--- src/rtl/vga_stream_sink.sv ---
// VGA output stage: 640x480@60 timing from a divide-by-2 pixel enable, fed by a
// valid/ready RGB stream that realigns to frame boundaries on a start-of-frame marker.
module vga_stream_sink #(
    parameter int unsigned H_VISIBLE = 640,
    parameter int unsigned H_FRONT   = 16,
    parameter int unsigned H_SYNC    = 96,
    parameter int unsigned H_BACK    = 48,
    parameter int unsigned V_VISIBLE = 480,
    parameter int unsigned V_FRONT   = 10,
    parameter int unsigned V_SYNC    = 2,
    parameter int unsigned V_BACK    = 33
) (
    input  logic       clock,
    input  logic       reset,
    input  logic       pix_valid,
    input  logic       pix_sof,
    input  logic [2:0] pix_rgb,
    output logic       pix_ready,
    output logic       vga_hsync,
    output logic       vga_vsync,
    output logic       vga_r,
    output logic       vga_g,
    output logic       vga_b,
    output logic       underflow
);

    localparam logic [9:0] H_VIS  = 10'(H_VISIBLE);
    localparam logic [9:0] H_SS   = 10'(H_VISIBLE + H_FRONT);
    localparam logic [9:0] H_SE   = 10'(H_VISIBLE + H_FRONT + H_SYNC);
    localparam logic [9:0] H_LAST = 10'(H_VISIBLE + H_FRONT + H_SYNC + H_BACK - 1);
    localparam logic [9:0] V_VIS  = 10'(V_VISIBLE);
    localparam logic [9:0] V_SS   = 10'(V_VISIBLE + V_FRONT);
    localparam logic [9:0] V_SE   = 10'(V_VISIBLE + V_FRONT + V_SYNC);
    localparam logic [9:0] V_LAST = 10'(V_VISIBLE + V_FRONT + V_SYNC + V_BACK - 1);

    typedef enum logic [1:0] {SEEK, WAIT_FRAME, STREAM} state_t;

    state_t     state_q, state_d;
    logic       tick_q;
    logic [9:0] hcnt_q, hcnt_d;
    logic [9:0] vcnt_q, vcnt_d;
    logic       hsync_q, hsync_d;
    logic       vsync_q, vsync_d;
    logic [2:0] rgb_q, rgb_d;
    logic       underflow_q, underflow_d;
    logic       visible;
    logic       origin;
    logic       slot_live;

    assign visible = (hcnt_q < H_VIS) && (vcnt_q < V_VIS);
    assign origin  = (hcnt_q == '0) && (vcnt_q == '0);

    // slot_live marks a pixel slot that belongs to the stream (including the resync slot at 0,0)
    always_comb begin
        state_d   = state_q;
        pix_ready = 1'b0;
        slot_live = 1'b0;
        case (state_q)
            SEEK: begin
                if (pix_valid && pix_sof) state_d = WAIT_FRAME;
                else                      pix_ready = 1'b1;
            end
            WAIT_FRAME: begin
                if (tick_q && origin) begin
                    state_d   = STREAM;
                    slot_live = 1'b1;
                    pix_ready = 1'b1;
                end
            end
            STREAM: begin
                if (tick_q && visible) begin
                    slot_live = 1'b1;
                    if (pix_valid && pix_sof && !origin) state_d = WAIT_FRAME;
                    else                                 pix_ready = 1'b1;
                end
            end
            default: state_d = SEEK;
        endcase
        if (!reset) pix_ready = 1'b0;
    end

    always_comb begin
        hcnt_d      = hcnt_q;
        vcnt_d      = vcnt_q;
        hsync_d     = hsync_q;
        vsync_d     = vsync_q;
        rgb_d       = rgb_q;
        underflow_d = 1'b0;
        if (tick_q) begin
            if (hcnt_q == H_LAST) begin
                hcnt_d = '0;
                vcnt_d = (vcnt_q == V_LAST) ? '0 : vcnt_q + 10'd1;
            end else begin
                hcnt_d = hcnt_q + 10'd1;
            end
            hsync_d     = !((hcnt_q >= H_SS) && (hcnt_q < H_SE));
            vsync_d     = !((vcnt_q >= V_SS) && (vcnt_q < V_SE));
            rgb_d       = (slot_live && pix_ready && pix_valid) ? pix_rgb : '0;
            underflow_d = slot_live && !pix_valid;
        end
    end

    always_ff @(posedge clock or negedge reset) begin
        if (!reset) begin
            state_q     <= SEEK;
            tick_q      <= 1'b0;
            hcnt_q      <= '0;
            vcnt_q      <= '0;
            hsync_q     <= 1'b1;
            vsync_q     <= 1'b1;
            rgb_q       <= '0;
            underflow_q <= 1'b0;
        end else begin
            state_q     <= state_d;
            tick_q      <= ~tick_q;
            hcnt_q      <= hcnt_d;
            vcnt_q      <= vcnt_d;
            hsync_q     <= hsync_d;
            vsync_q     <= vsync_d;
            rgb_q       <= rgb_d;
            underflow_q <= underflow_d;
        end
    end

    assign vga_hsync = hsync_q;
    assign vga_vsync = vsync_q;
    assign vga_r     = rgb_q[2];
    assign vga_g     = rgb_q[1];
    assign vga_b     = rgb_q[0];
    assign underflow = underflow_q;

endmodule

--- config.mk ---
export PLATFORM = sky130hd
export DESIGN_NAME = vga_stream_sink
export DESIGN_NICKNAME = d
export VERILOG_FILES = /design/src/rtl/vga_stream_sink.sv
export SDC_FILE = /design/constraint.sdc
export NUM_CORES = 1
export LEC_CHECK = 0
export CAP_MARGIN = 20
export CORE_ASPECT_RATIO = 1.75
export CORE_MARGIN = 5
export CORE_UTILIZATION = 35
export DETAILED_ROUTE_END_ITERATION = 10
export GPL_ROUTABILITY_DRIVEN = 0
export PLACE_DENSITY_LB_ADDON = 0.1
export SLEW_MARGIN = 20
export SYNTH_ARGS = -nofsm -noshare
export SYNTH_HDL_FRONTEND = slang
export SYNTH_SLANG_ARGS = --single-unit
--- constraint.sdc ---
create_clock -name clock -period 2.49 [get_ports clock]
set_input_delay 0.498 -clock clock [delete_from_list [all_inputs] [get_ports clock]]
set_output_delay 0.498 -clock clock [all_outputs]
set_load 0.05 [all_outputs]
==> results.md <==
Status
- finished clean — status

Worst setup path
- nor4_4 -> buf_4 -> nand4_1 -> o21bai_1 -> a221oi_2 -> nor2_1 -> clkbuf_16 — critical-path cell list
- sky130_fd_sc_hd__dfrtp_2 — Slowest-stage cell, CP
- flip-flop — Critical Path Start Type
- output pin — category of the worst setup path capture point
- 440 ps — highest cell delay on the worst timing path
- 1990 ps — data required time at the worst endpoint
- 7 — worst reg-to-reg path cell count
- reg2out — Setup CP Type
- 1960 ps — arrival time at the worst endpoint
- 4 — maximum fanout encountered on the critical timing path

Layout
- 464 — count of fill cells added during filler insertion
- 0.2184 — layout cells sized above 1
- 22.53% — area grow syn2layout
- 733.2 sq um — sequential cell area
- 899.6 sq um — area of combinational cells with multiple inputs
- 0 — final antenna diode count
- 220 — net count reported at finish
- 260 — count of placed standard cells in the final layout, fillers left out

GRT
- 1463 — via count of the first global-routing pass
- 0 — initial antenna violation count
- 30 — maximum number of pins on one net before global-route repair
- 0.1331 — GR Util All Layers
- 0 — residual overflow from global routing
- 6768 um — first-pass GRT wire length

Floorplan
- 6514 sq um — area enclosed by the die boundary
- 63.19 um — die extent in x
- 4892 sq um — standard cell core area
- 14 — IO Count
- 34 — num rows
- 0.3542 — starting utilization of the core area
- 103.1 um — die height

Worst hold path
- 2 — worst hold path stage count
- reg2reg — Worst Hold Class

Synthesis
- 29 — post-synthesis sequential element count
- 0 — count of flip-flops with a built-in enable after synthesis
- 0.05560 — xor and xnor fraction of the mapped netlist area
- 9.735 sq um — average cell area after synthesis
- 0.2433 — area share of and/or/nand/nor cells after synthesis
- 193 — net count of the mapped netlist
- 0.005776 — multiplexer share of the synthesized area
- 0.4202 — portion of the post-synthesis area used by sequential elements
- 178 — Cells after Synth
- 0 — Synth warnings
- simple AND/OR/NAND/NOR gates — combinational family with the most area after synthesis
- 0.3899 — Yosys top cell area share
- sky130_fd_sc_hd__dfrtp_1 — top cell type by total area after synthesis
- sky130_fd_sc_hd__dfrtp_1 (39%), sky130_fd_sc_hd__ha_1 (5.8%), sky130_fd_sc_hd__inv_1 (4.1%) — most area-consuming cells after synthesis
- 48 — number of library cell types mapped by synthesis
- 0.05776 — post-synthesis adder-cell area fraction
- 0.1350 — compound-cell area share of the yosys netlist
- 1733 sq um — mapped cell area
- 1.000 — Async S/R FF share, synth
- sky130_fd_sc_hd__dfrtp_1 — Main synth FF type

Drt
- 5.373 — routed vias/inst
- 15.34 um — mean routed wirelength per cell
- 4 — router iterations before antenna repair
- 1397 — DR vias
- 56 — first-iteration detailed-routing DRC count
- 0 — post-route antenna net violation count
- 0 — DRC errors left
- 3988 um — WL final

Clocking
- 2 — H-tree depth
- sky130_fd_sc_hd__clkbuf_8 — CTS Root Cell
- 2 — number of buffers on the longest clock path
- 5 — CTS buffer count
- 270 ps — clock latency on the worst-skew pair
- yes — clock tree from TritonCTS
- 29 — Num Clock Sinks
- 60 ps — clock-pin slew reported for the worst setup and hold paths after clock tree synthesis

Pwr
- 0.3191 mV — peak ir drop on the vdd network
- 518.7 nW/um^2 — power per cell area
- 0.9173 nW — static leakage

Place
- 245 — Cells after DPL
- 2922 um — Detail Placement HPWL
- 13 — Buffers on Ports

STA
- 0 — Max Transition Viols Final
- 3.692 ps — Worst Clk Skew
- 2460 ps — minimum clock period
- 0.6526 — relative max-transition margin
- 0.9880 — period utilization
- 517.2 ps — Worst Tran Pin Value
- 0 ps — total negative setup slack
- 406.5 MHz — Fmax
- 0 — number of hold violations in the final report
- 0 — Setup violations, final
- true — setup repair after global routing missed its margin

Job
- 0 — max_cap viols

[power by group]
group          total, W  internal (W)  switching, W
clock          0.000429      0.000249      0.000180
sequential     0.000488      0.000480    0.00000739
combinational  0.000185     0.0000845      0.000100
total           0.00110      0.000814      0.000287
[kinds of logic after synthesis]
logic type                 Yosys count
DFF                                 29
and+or+nand+nor                     68
xor gates and xnor gates            11
buffers and inverters               26
adders and majority gates            8
AOI/OAI and AO/OA                   35
muxes                                1
[synthesized netlist by cell type, types with 2 or more instances]
library cell	n
sky130_fd_sc_hd__nor4_1	2
sky130_fd_sc_hd__dfstp_2	2
sky130_fd_sc_hd__nand4_1	8
sky130_fd_sc_hd__and3_1	4
sky130_fd_sc_hd__o32ai_1	3
sky130_fd_sc_hd__nand3_1	5
sky130_fd_sc_hd__nor4_2	2
sky130_fd_sc_hd__o21ai_0	12
sky130_fd_sc_hd__a21oi_1	3
sky130_fd_sc_hd__inv_1	19
sky130_fd_sc_hd__xor2_1	4
sky130_fd_sc_hd__dfrtp_1	27
sky130_fd_sc_hd__nor2_1	15
sky130_fd_sc_hd__and3_2	2
sky130_fd_sc_hd__xnor2_1	7
sky130_fd_sc_hd__buf_6	3
sky130_fd_sc_hd__o31ai_1	3
sky130_fd_sc_hd__o21bai_1	3
sky130_fd_sc_hd__nand2_1	14
sky130_fd_sc_hd__ha_1	8
sky130_fd_sc_hd__a31oi_1	3
sky130_fd_sc_hd__nor2b_1	3
[state kept, by name, indices dropped and copies added (netlist names)]
| name | count |
|---|---|
| rgb_q | 3 |
| vga_hsync | 1 |
| hcnt_q | 10 |
| state_q | 2 |
| underflow | 1 |
| vga_vsync | 1 |
| tick_q | 1 |
| vcnt_q | 10 |
[critical path: cells and delay by family, from the launching register on]
family	cells	cell delay [ps]
buffers and inverters	2	360
AOI/OAI and AO/OA	2	280
and+or+nand+nor	3	600
DFF	1	440
[stage by stage]
step	hold WS [ps]	setup WS (ps)	utilization	power (W)	area, sq um
3_3_place_gp	464.8	110.4	0.3928	0.0006700	1922
4_1_cts	476.0	0.6208	0.4281	0.001112	2095
2_1_floorplan	202.4	65.97	-	0.0005966	1733
6_report	476.9	29.91	0.4340	0.001101	2123
5_1_grt	486.8	-111.7	0.4340	0.001163	2123
3_5_place_dp	463.6	88.97	0.3928	0.0006727	1922
[cells in the final DEF, fill, tap and decap left out, drive strengths merged, types with 5 or more instances in the layout]
cell type	instances
clkbuf	8
clkdlybuf4s50	12
nor4	5
nand2	14
inv	19
nand4	9
ha	8
xnor2	7
nor2	15
nand3	5
o21ai	12
and3	6
dfrtp	27
buf	14
[per-layer routing]
metal	routed length, um	GRT usage
met1	1608	0.1391
met2	2159	0.2522
met3	140	0.03053
met4	80	0.05600
met5	0	0
[final timing paths]
kind	end	slack [ps]	startpoint
max	pix_ready	30	vcnt_q[8]
min	vga_hsync	480	vga_hsync
max reg2reg	vcnt_q[7]	460	hcnt_q[0]
min reg2reg	vga_hsync	480	vga_hsync
max in group asynchronous	vga_hsync	1420	reset
min in group asynchronous	rgb_q[0]	740	reset
[repair_timing]
item / in CTS / in global routing
hold buffers: 0 / 0
resized for setup: 5 / 6
pin swaps: 6 / 5
setup endpoints to repair: 1 / 1
buffers inserted: 6 / 1
[area by class of cell]
class | instances | share of cell area
clock buffer | 7 | 0.04537
multi-input combinational | 123 | 0.4237
sequential | 29 | 0.3453
timing repair buffer | 27 | 0.1179
clock inverter | 1 | 0.002357
tap | 54 | 0.03182
inverter | 19 | 0.03359
Note: power is estimated with default switching activity, not from simulation.
